$ cat src/rtl/accel_pkg.sv
// -----------------------------------------------------------------------------
// accel_pkg
// Shared definitions for the accelerator burst master: FSM state encoding,
// OP_MODE transform codes and the Avalon word size in bytes.
// -----------------------------------------------------------------------------
package accel_pkg;

  typedef enum logic [2:0] {
    ST_IDLE,
    ST_RD_REQ,
    ST_RD_DATA,
    ST_WR_BURST,
    ST_NEXT,
    ST_FINISH
  } state_t;

  localparam logic [1:0] OP_COPY  = 2'd0;
  localparam logic [1:0] OP_NOT   = 2'd1;
  localparam logic [1:0] OP_BSWAP = 2'd2;
  localparam logic [1:0] OP_INC   = 2'd3;

  localparam int WORD_BYTES = 4;

endpackage

$ cat src/rtl/accel_burst_master_burst_buffer.sv
// -----------------------------------------------------------------------------
// burst_buffer
// Staging RAM holding exactly one burst of words between the read phase and
// the write phase. Simple dual-port: one synchronous write port, one
// combinational read port. Contents are not reset; only the indices that
// address it are control state.
//
// Ports
//   CSI_CLOCK_CLK  in   clock
//   we             in   write enable
//   waddr          in   write index
//   wdata          in   write data
//   raddr          in   read index
//   rdata          out  read data (combinational from raddr)
// -----------------------------------------------------------------------------
module burst_buffer
  import accel_pkg::*;
#(
  parameter int DEPTH      = 8,
  parameter int DATA_WIDTH = 32,
  parameter int IDX_W      = 3
) (
  input  logic                  CSI_CLOCK_CLK,
  input  logic                  we,
  input  logic [IDX_W-1:0]      waddr,
  input  logic [DATA_WIDTH-1:0] wdata,
  input  logic [IDX_W-1:0]      raddr,
  output logic [DATA_WIDTH-1:0] rdata
);

  logic [DATA_WIDTH-1:0] mem [DEPTH];

  always_ff @(posedge CSI_CLOCK_CLK) begin
    if (we) mem[waddr] <= wdata;
  end

  assign rdata = mem[raddr];

endmodule

$ cat src/rtl/accel_burst_master.sv
// -----------------------------------------------------------------------------
// accel_burst_master
// Avalon-MM burst master that copies WORD_COUNT words from SRC_ADDR to
// DST_ADDR on a START rising edge, transforming each word by OP_MODE. Each
// chunk of up to MAX_BURST words is read as one burst into a local buffer and
// then written out as one burst; read and write bursts never overlap.
//
// Ports
//   CSI_CLOCK_CLK      in   clock
//   CSI_CLOCK_RESET    in   asynchronous active-high reset
//   START              in   launch level; job starts on its rising edge
//   SRC_ADDR           in   source byte address (low 2 bits ignored)
//   DST_ADDR           in   destination byte address (low 2 bits ignored)
//   WORD_COUNT         in   number of 32-bit words to move
//   OP_MODE            in   0 copy, 1 NOT, 2 byte-swap, 3 increment
//   DONE               out  sticky job-complete flag
//   BUSY               out  job in progress
//   AVM_ADDRESS        out  master byte address (word aligned)
//   AVM_READ           out  read request
//   AVM_WRITE          out  write request
//   AVM_BURSTCOUNT     out  words in current burst
//   AVM_WRITEDATA      out  write data
//   AVM_WAITREQUEST    in   slave stall
//   AVM_READDATA       in   read data
//   AVM_READDATAVALID  in   read data qualifier
// -----------------------------------------------------------------------------
module accel_burst_master
  import accel_pkg::*;
#(
  parameter int DATA_WIDTH = 32,
  parameter int ADDR_WIDTH = 32,
  parameter int MAX_BURST  = 8,
  parameter int BC_WIDTH   = 4
) (
  input  logic                  CSI_CLOCK_CLK,
  input  logic                  CSI_CLOCK_RESET,
  input  logic                  START,
  input  logic [ADDR_WIDTH-1:0] SRC_ADDR,
  input  logic [ADDR_WIDTH-1:0] DST_ADDR,
  input  logic [31:0]           WORD_COUNT,
  input  logic [1:0]            OP_MODE,
  output logic                  DONE,
  output logic                  BUSY,
  output logic [ADDR_WIDTH-1:0] AVM_ADDRESS,
  output logic                  AVM_READ,
  output logic                  AVM_WRITE,
  output logic [BC_WIDTH-1:0]   AVM_BURSTCOUNT,
  output logic [DATA_WIDTH-1:0] AVM_WRITEDATA,
  input  logic                  AVM_WAITREQUEST,
  input  logic [DATA_WIDTH-1:0] AVM_READDATA,
  input  logic                  AVM_READDATAVALID
);

  localparam int IDX_W = BC_WIDTH - 1;
  localparam logic [ADDR_WIDTH-1:0] ALIGN_MASK = ~ADDR_WIDTH'(WORD_BYTES - 1);

  state_t                state;
  logic                  start_q;
  logic                  launch;
  logic [ADDR_WIDTH-1:0] src_ptr;
  logic [ADDR_WIDTH-1:0] dst_ptr;
  logic [31:0]           remaining;
  logic [1:0]            op_mode;
  logic [BC_WIDTH-1:0]   len;
  logic [BC_WIDTH-1:0]   wr_idx;
  logic [BC_WIDTH-1:0]   rd_idx;
  logic [ADDR_WIDTH-1:0] step_bytes;
  logic [ADDR_WIDTH-1:0] src_step;
  logic [ADDR_WIDTH-1:0] dst_step;
  logic [31:0]           rem_after;
  logic                  buf_we;
  logic [DATA_WIDTH-1:0] buf_wdata;
  logic [DATA_WIDTH-1:0] buf_rdata;

  // Burst length for a given number of words still to move.
  function automatic logic [BC_WIDTH-1:0] burst_len(input logic [31:0] rem);
    if (rem >= 32'(MAX_BURST)) return BC_WIDTH'(MAX_BURST);
    else                       return rem[BC_WIDTH-1:0];
  endfunction

  // Per-word transform applied as read data enters the buffer.
  function automatic logic [DATA_WIDTH-1:0] apply_op(input logic [1:0] mode,
                                                     input logic [DATA_WIDTH-1:0] d);
    case (mode)
      OP_NOT:   return ~d;
      OP_BSWAP: return {d[7:0], d[15:8], d[23:16], d[31:24]};
      OP_INC:   return d + DATA_WIDTH'(1);
      default:  return d;
    endcase
  endfunction

  // A launch is only honoured while no job is running.
  assign launch     = START & ~start_q & ((state == ST_IDLE) | (state == ST_FINISH));
  assign step_bytes = ADDR_WIDTH'(len) * ADDR_WIDTH'(WORD_BYTES);
  assign src_step   = src_ptr + step_bytes;
  assign dst_step   = dst_ptr + step_bytes;
  assign rem_after  = remaining - 32'(len);

  assign buf_we    = (state == ST_RD_DATA) & AVM_READDATAVALID;
  assign buf_wdata = apply_op(op_mode, AVM_READDATA);

  assign BUSY          = (state != ST_IDLE) & (state != ST_FINISH);
  // Gated so the bus sees zero outside a write burst (buffer is never reset).
  assign AVM_WRITEDATA = (state == ST_WR_BURST) ? buf_rdata : '0;

  burst_buffer #(
    .DEPTH      (MAX_BURST),
    .DATA_WIDTH (DATA_WIDTH),
    .IDX_W      (IDX_W)
  ) u_buf (
    .CSI_CLOCK_CLK (CSI_CLOCK_CLK),
    .we            (buf_we),
    .waddr         (wr_idx[IDX_W-1:0]),
    .wdata         (buf_wdata),
    .raddr         (rd_idx[IDX_W-1:0]),
    .rdata         (buf_rdata)
  );

  // Job parameters: latched at launch, advanced once per burst.
  always_ff @(posedge CSI_CLOCK_CLK) begin
    if (launch) begin
      src_ptr   <= SRC_ADDR & ALIGN_MASK;
      dst_ptr   <= DST_ADDR & ALIGN_MASK;
      remaining <= WORD_COUNT;
      op_mode   <= OP_MODE;
    end else if (state == ST_NEXT) begin
      src_ptr   <= src_step;
      dst_ptr   <= dst_step;
      remaining <= rem_after;
    end
  end

  // Control FSM with registered bus outputs.
  always_ff @(posedge CSI_CLOCK_CLK or posedge CSI_CLOCK_RESET) begin
    if (CSI_CLOCK_RESET) begin
      state          <= ST_IDLE;
      start_q        <= 1'b0;
      DONE           <= 1'b0;
      AVM_READ       <= 1'b0;
      AVM_WRITE      <= 1'b0;
      AVM_ADDRESS    <= '0;
      AVM_BURSTCOUNT <= '0;
      len            <= '0;
      wr_idx         <= '0;
      rd_idx         <= '0;
    end else begin
      start_q <= START;
      case (state)
        ST_IDLE, ST_FINISH: begin
          if (launch) begin
            DONE   <= 1'b0;
            len    <= burst_len(WORD_COUNT);
            wr_idx <= '0;
            if (WORD_COUNT == '0) begin
              state <= ST_FINISH;
            end else begin
              state          <= ST_RD_REQ;
              AVM_READ       <= 1'b1;
              AVM_ADDRESS    <= SRC_ADDR & ALIGN_MASK;
              AVM_BURSTCOUNT <= burst_len(WORD_COUNT);
            end
          end else if (state == ST_FINISH) begin
            DONE <= 1'b1;
          end
        end

        ST_RD_REQ: begin
          if (!AVM_WAITREQUEST) begin
            AVM_READ <= 1'b0;
            wr_idx   <= '0;
            state    <= ST_RD_DATA;
          end
        end

        ST_RD_DATA: begin
          if (AVM_READDATAVALID) begin
            wr_idx <= wr_idx + BC_WIDTH'(1);
            if (wr_idx == len - BC_WIDTH'(1)) begin
              state          <= ST_WR_BURST;
              AVM_WRITE      <= 1'b1;
              AVM_ADDRESS    <= dst_ptr;
              AVM_BURSTCOUNT <= len;
              rd_idx         <= '0;
            end
          end
        end

        ST_WR_BURST: begin
          if (!AVM_WAITREQUEST) begin
            rd_idx <= rd_idx + BC_WIDTH'(1);
            if (rd_idx == len - BC_WIDTH'(1)) begin
              AVM_WRITE <= 1'b0;
              state     <= ST_NEXT;
            end
          end
        end

        ST_NEXT: begin
          if (rem_after == '0) begin
            state <= ST_FINISH;
          end else begin
            state          <= ST_RD_REQ;
            AVM_READ       <= 1'b1;
            AVM_ADDRESS    <= src_step;
            AVM_BURSTCOUNT <= burst_len(rem_after);
            len            <= burst_len(rem_after);
          end
        end

        default: state <= ST_IDLE;
      endcase
    end
  end

endmodule

$ cat config.mk
export PLATFORM = sky130hd
export DESIGN_NAME = accel_burst_master
export DESIGN_NICKNAME = d
export VERILOG_FILES = /design/src/rtl/accel_pkg.sv /design/src/rtl/accel_burst_master_burst_buffer.sv /design/src/rtl/accel_burst_master.sv
export SDC_FILE = /design/constraint.sdc
export NUM_CORES = 1
export LEC_CHECK = 0
export CAP_MARGIN = 20
export CORE_UTILIZATION = 50
export CTS_CLUSTER_DIAMETER = 120
export CTS_CLUSTER_SIZE = 28
export DETAILED_ROUTE_END_ITERATION = 8
export PLACE_DENSITY = 0.75
export SKIP_CTS_REPAIR_TIMING = 1
export SLEW_MARGIN = 0
export SYNTH_ARGS = -nofsm -noshare
export SYNTH_HDL_FRONTEND = slang
export SYNTH_SLANG_ARGS = --single-unit
$ cat constraint.sdc
create_clock -name CSI_CLOCK_CLK -period 4 [get_ports CSI_CLOCK_CLK]
set_input_delay 0.8 -clock CSI_CLOCK_CLK [delete_from_list [all_inputs] [get_ports CSI_CLOCK_CLK]]
set_output_delay 0.8 -clock CSI_CLOCK_CLK [all_outputs]
set_load 0.1 [all_outputs]
==> reports/results.ini, run 1 <==
[synth]
syn_inst=1606
syn_area_um2=20200
yosysTopAreaCell=edfxtp_1
ys_warn_count=0
synth.most_common_cell=edfxtp_1
seq_area_frac_synth_pct=58.5
yosys-top-cells-count=edfxtp_1 (350), nor2_1 (168), nand2_1 (122)
ys.flop_type=edfxtp_1
ys_top_cells_by_area=edfxtp_1 (52%), mux4_2 (7.1%), dfrtp_1 (6.6%)
synth_cell_types=72
synth_async_sr_flop_share_pct=13.2
syn_area_per_cell_um2=12.6
synth-edff-count=350
ys_ff_latch=403
yosysTopAreaCellShare_pct=51.9

[floorplan]
die_y_um=203
dieArea_um2=41300
die_w_um=203
initial_core_util_pct=50.8
io-pin-count=207
num_rows=73
coreArea_um2=39800

[place]
port_buffers=200
dpl_cell_area_um2=23300
dp_hpwl_mm=32.4
place_congestion=0.942

[finish]
final.fill_count=3094
syn_to_final_growth_pct=17.8
multi_input_area_um2=7980
final_area_um2=23900
drive_gt1_share_pct=13.6
diodes=0
fin_nets=1942
ff_latch_area_um2=11800

[clock_network]
h-tree-depth=1
cts_buffers=18
worstSkewPairLatency_ns=0.56
clockRootBuffer=clkbuf_16
cts.sinks=403
clk_path_buf_depth=3
clk_pin_slew_ns=0.12
cts_tree=done

[sta]
skew_ns=0.0246
post-route-period-util_pct=94.0
fmax_mhz=266
fin_tns_setup_ns=0
hold_viol=0
max-slew-margin-rel_pct=29.8
min_period_ns=3.76
rsz0062_at_grt=no
drv_slew=0
worstMarginPinSlew_ns=1.05
setup_viol=0

[drt]
firstDrtPassIters=5
wl_met3_mm=3.67
drc=0
wirelength_met1_mm=20.3
drt_wl_total_mm=47.9
first_iter_violations=1121
detail-route-antenna-nets=0
wl_per_cell_um=20.6
vias=13800
wl_met2_mm=23.3
top_layer=met4
viasPerCell=5.94

[setup_path]
arrival_ns=4.20
crit_buf_inv=2
cp-start-kind=flop
critPathSlowestCell=or4_1
crit_family=simple AND/OR/NAND/NOR gates
worst_path_largest_cell_delay_ns=0.55
required_ns=4.44
rrSetupSlack_ns=0.24
critPathMaxFanout=34
path_cells=inv_1 > ha_1 > fa_1 > nor2b_4 > o21a_1 > or4_1 > xor2_1 > nand4_1 > or4_4 > o21ai_4 > buf_12 > mux2_2
r2r_start=remaining[0]$_DFFE_PP_
r2r_cells=12
end_kind=flop
crit_type=flop to flop
reg2reg_to=AVM_ADDRESS[2]$_DFFE_PP0P_

[power_and_ir_drop]
vdd_drop_max_v=0.000458
total_power_mw=15.9
p_leak_nw=7.92
p_per_area_nw_per_um2=666

[global_route]
antenna_found_initial=0
grt_pass1_wl_mm=74.4
grt_pass1_vias=13400
overflow=0
grt_max_degree=83
grtUsageTotal_pct=23.1

[hold_path]
hold_depth=1
min_to=AVM_BURSTCOUNT[2]$_DFFE_PP0P_
min_from=AVM_BURSTCOUNT[2]$_DFFE_PP0P_
hold_class=flop to flop

[outcome]
status=completed

[flow_run]
maxCapViolCount=0

## power by group
part / leakage (nW) / internal, mW / switching (mW)
Sequential: 3.81 / 5.55 / 0.605
Clock: 0.267 / 0.947 / 1.30
Combinational: 3.84 / 2.80 / 4.68
## area by class of cell
cell class                      instances  share of cell area, %
Clock buffer                           29                   2.06
Clock inverter                          3                  0.320
Inverter                               28                  0.446
Multi-Input combinational cell       1084                   33.4
Sequential cell                       403                   49.6
Tap cell                              525                   2.75
Timing Repair Buffer                  253                   11.3
## cells in the final DEF (no fill, tap or decap), drive strengths merged, types with 4 or more instances in the layout
| master | n |
|---|---|
| a21oi | 92 |
| or4 | 8 |
| xor2 | 69 |
| nor2 | 168 |
| or3 | 11 |
| nor4 | 17 |
| and4 | 5 |
| or2 | 8 |
| clkdlybuf4s50 | 167 |
| edfxtp | 350 |
| a211o | 6 |
| inv | 27 |
| dfrtp | 53 |
| xnor2 | 52 |
| mux4 | 64 |
| a311o | 8 |
| a31oi | 8 |
| a22oi | 35 |
| mux2 | 34 |
| nand2b | 10 |
| and3 | 17 |
| nor2b | 14 |
| nand3 | 44 |
| o21a | 4 |
| o22ai | 19 |
| nand2 | 122 |
| mux2i | 37 |
| nand4 | 18 |
| ha | 16 |
| nor3 | 37 |
| a21o | 6 |
| clkbuf | 29 |
| o21ai | 118 |
| buf | 86 |
## state kept, by name, indices dropped and copies added, names as in the netlist, 4 cells and up
signal	cells
dst_ptr	30
u_buf.mem	256
rd_idx	4
len	4
src_ptr	30
AVM_ADDRESS	30
AVM_BURSTCOUNT	4
remaining	32
wr_idx	4
## worst max-delay path by stage
stage / from / end / slack (ns) / depth (start not counted)
after global placement: remaining[0]$_DFFE_PP_ / AVM_ADDRESS[2]$_DFFE_PP0P_ / 0.29 / 12
after floorplan: rd_idx[0]$_DFFE_PP0P_ / AVM_WRITEDATA[10] / 0.002 / 6
after detailed placement: AVM_READDATA[0] / u_buf.mem[5][26]$_DFFE_PP_ / 0.24 / 10
after global routing: remaining[0]$_DFFE_PP_ / AVM_ADDRESS[2]$_DFFE_PP0P_ / 0.07 / 12
after CTS: len[1]$_DFFE_PP0P_ / AVM_BURSTCOUNT[2]$_DFFE_PP0P_ / 0.26 / 11
final: remaining[0]$_DFFE_PP_ / AVM_ADDRESS[2]$_DFFE_PP0P_ / 0.24 / 12
## stage by stage
| stage | setup WS (ns) | utilization (%) | instances | hold WS, ns |
|---|---|---|---|---|
| after global placement | 0.288 | 58.5 | 2293 | 0.490 |
| after detailed placement | 0.238 | 58.5 | 2293 | 0.497 |
| final | 0.241 | 59.9 | 2325 | 0.519 |
| after CTS | 0.263 | 59.9 | 2325 | 0.523 |
| after floorplan | 0.00192 | - | 1607 | 0.517 |
| after global routing | 0.0731 | 59.9 | 2325 | 0.533 |
## logic make-up (layout without fill, tap and decap cells)
group	count (synthesis)	after routing	share of synthesized area [%]
AND/OR/NAND/NOR	487	487	11.4
flip-flops	403	403	58.5
AO/OA/AOI/OAI	318	318	9.43
multiplexers	135	135	11.4
XOR/XNOR	123	123	5.49
buffers and inverters	120	313	2.55
adder cells (fa/ha/maj)	19	19	1.29
other	1	2	0.0185
## per-layer routing
metal / up-vias / track usage, %
li1: 6404 / -
met1: 6810 / 32.7
met2: 551 / 38.7
met3: 43 / 3.02
met4: 0 / 4.08
met5: - / 0
Note: power is estimated with default switching activity, not from simulation.
==> run 2: changes to the inputs <==
--- a/config.mk
+++ b/config.mk
@@ -7,6 +7,7 @@
 export LEC_CHECK = 0
 export CAP_MARGIN = 20
 export CORE_UTILIZATION = 50
+export CTS_BUF_LIST = sky130_fd_sc_hd__clkbuf_4 sky130_fd_sc_hd__clkbuf_8
 export CTS_CLUSTER_DIAMETER = 120
 export CTS_CLUSTER_SIZE = 28
 export DETAILED_ROUTE_END_ITERATION = 8
@@ -16,3 +17,4 @@
 export SYNTH_ARGS = -nofsm -noshare
 export SYNTH_HDL_FRONTEND = slang
 export SYNTH_SLANG_ARGS = --single-unit
+export TNS_END_PERCENT = 100
==> reports/results.ini, run 2 (synthesized netlist as in run 1, its figures left out) <==
[sta]
fmax_mhz=265
worstMarginPinSlew_ns=1.06
hold_viol=0
setup_viol=0
fin_tns_setup_ns=0
min_period_ns=3.77
skew_ns=0.0369
rsz0062_at_grt=no
drv_slew=0
post-route-period-util_pct=94.2
max-slew-margin-rel_pct=29.4

[power_and_ir_drop]
clkPwrFrac_pct=11.9
p_per_area_nw_per_um2=653
combinationalPowerShare_pct=48.3
pwr-share-seq_pct=39.7
vdd_drop_max_v=0.000411
p_leak_nw=7.86
net-switching-power_mw=6.52
total_power_mw=15.5
swShare_pct=42.1
p_int_mw=8.96

[drt]
wl_met3_mm=3.54
vias=13700
wl_per_cell_um=20.6
wl_met2_mm=23.1
first_iter_violations=1076
detail-route-antenna-nets=0
viasPerCell=5.91
drc=0
wirelength_met1_mm=20.6
top_layer=met4
firstDrtPassIters=7
drt_wl_total_mm=47.9

[finish]
final_common_cell=edfxtp_1
fin_nets=1942
final_cell_mix=edfxtp_1 (350), clkdlybuf4s50_1 (167), nor2_1 (160)
reg_top3=u_buf.mem (256), remaining (32)
largest_register=u_buf.mem
largest_reg_flops=256
fin_cells=2326
drive_gt1_share_pct=14.2
syn_to_final_growth_pct=17.0

[clock_network]
h-tree-depth=1
cts.sinks=403
cts_buffers=18
clk_path_buf_depth=3
clk_pin_slew_ns=0.18
clockRootBuffer=clkbuf_8
worstSkewPairLatency_ns=0.62
cts_tree=done

[global_route]
grtUsageTotal_pct=23.1
grt_max_degree=83
overflow=0
grt_pass1_wl_mm=74.2
antenna_found_initial=0
grt_pass1_vias=13400

[hold_path]
hold_class=flop to flop
hold_depth=1

[floorplan]
die_w_um=203
dieArea_um2=41300
num_rows=73
die_y_um=203
initial_core_util_pct=50.8
coreArea_um2=39800
io-pin-count=207

[setup_path]
cp-start-kind=flop
r2r_cells=12
end_kind=flop
crit_type=flop to flop
critPathMaxFanout=34
required_ns=4.51
rrSetupSlack_ns=0.23
arrival_ns=4.27

[place]
dp_hpwl_mm=32.4
dpl.cell_count=2293
port_buffers=200
place_congestion=0.942

[outcome]
status=completed

[flow_run]
maxCapViolCount=0

-- run 2: changes by cell type in the layout (fill, tap and decap cells not counted) --
cell / delta
clkbuf_16: -18
clkinv_8: +1
clkbuf_4: +11
clkbuf_8: +18
clkbuf_1: -11
clkinv_16: -1
diode_2: +1
-- run 2: metrics by stage --
step / hold slack, ns / utilization [%] / area, um^2 / worst slack, ns
2_1_floorplan: 0.517 / - / 20300 / 0.00192
3_3_place_gp: 0.490 / 58.5 / 23300 / 0.288
3_5_place_dp: 0.497 / 58.5 / 23300 / 0.238
4_1_cts: 0.533 / 59.5 / 23700 / 0.175
5_1_grt: 0.546 / 59.5 / 23700 / 0.0642
6_report: 0.530 / 59.5 / 23700 / 0.232
-- run 2: layout make-up --
class | instances | area (um^2)
fill | 3106 | 16100
sequential | 403 | 11800
multi-input combinational | 1084 | 7980
timing repair buffer | 253 | 2710
tap | 525 | 657
clock buffer | 29 | 330
inverter | 28 | 106
clock inverter | 3 | 62.6
antenna | 1 | 2.50
-- run 2: worst paths after layout --
check,start,end
worst max-delay path,remaining[0]$_DFFE_PP_,AVM_ADDRESS[2]$_DFFE_PP0P_
worst min-delay path,AVM_BURSTCOUNT[2]$_DFFE_PP0P_,AVM_BURSTCOUNT[2]$_DFFE_PP0P_
worst max register to register,remaining[0]$_DFFE_PP_,AVM_ADDRESS[2]$_DFFE_PP0P_
worst min register to register,AVM_BURSTCOUNT[2]$_DFFE_PP0P_,AVM_BURSTCOUNT[2]$_DFFE_PP0P_
max in group asynchronous,CSI_CLOCK_RESET,AVM_READ$_DFFE_PP0P_
min in group asynchronous,CSI_CLOCK_RESET,AVM_ADDRESS[9]$_DFFE_PP0P_
-- run 2: routing by layer --
metal  global-route usage (%)  vias to the layer above
li1                         -                     6390
met5                        0                        -
met2                     38.7                      522
met4                     4.16                        0
met1                     32.3                     6785
met3                     3.44                       47
-- run 2: worst max-delay path, stage by stage (launching register included) --
cell	delay, ns
edfxtp_1	0.39
inv_1	0.06
ha_1	0.20
fa_1	0.28
nor2b_4	0.06
o21a_1	0.28
or4_1	0.55
xor2_1	0.22
nand4_1	0.28
or4_4	0.53
o21ai_4	0.16
buf_12	0.27
mux2_2	0.37
-- run 2: power by group through the flow --
| stage | Clock (mW) | Sequential (mW) | Combinational [mW] |
|---|---|---|---|
| 6_report | 1.84 | 6.15 | 7.48 |
| 5_1_grt | 2.00 | 6.25 | 8.03 |
| 4_1_cts | 1.89 | 6.15 | 7.52 |
| 3_5_place_dp | 0 | 6.25 | 7.49 |
| 3_3_place_gp | 0 | 6.22 | 7.37 |
| 2_1_floorplan | 0 | 7.31 | 4.41 |
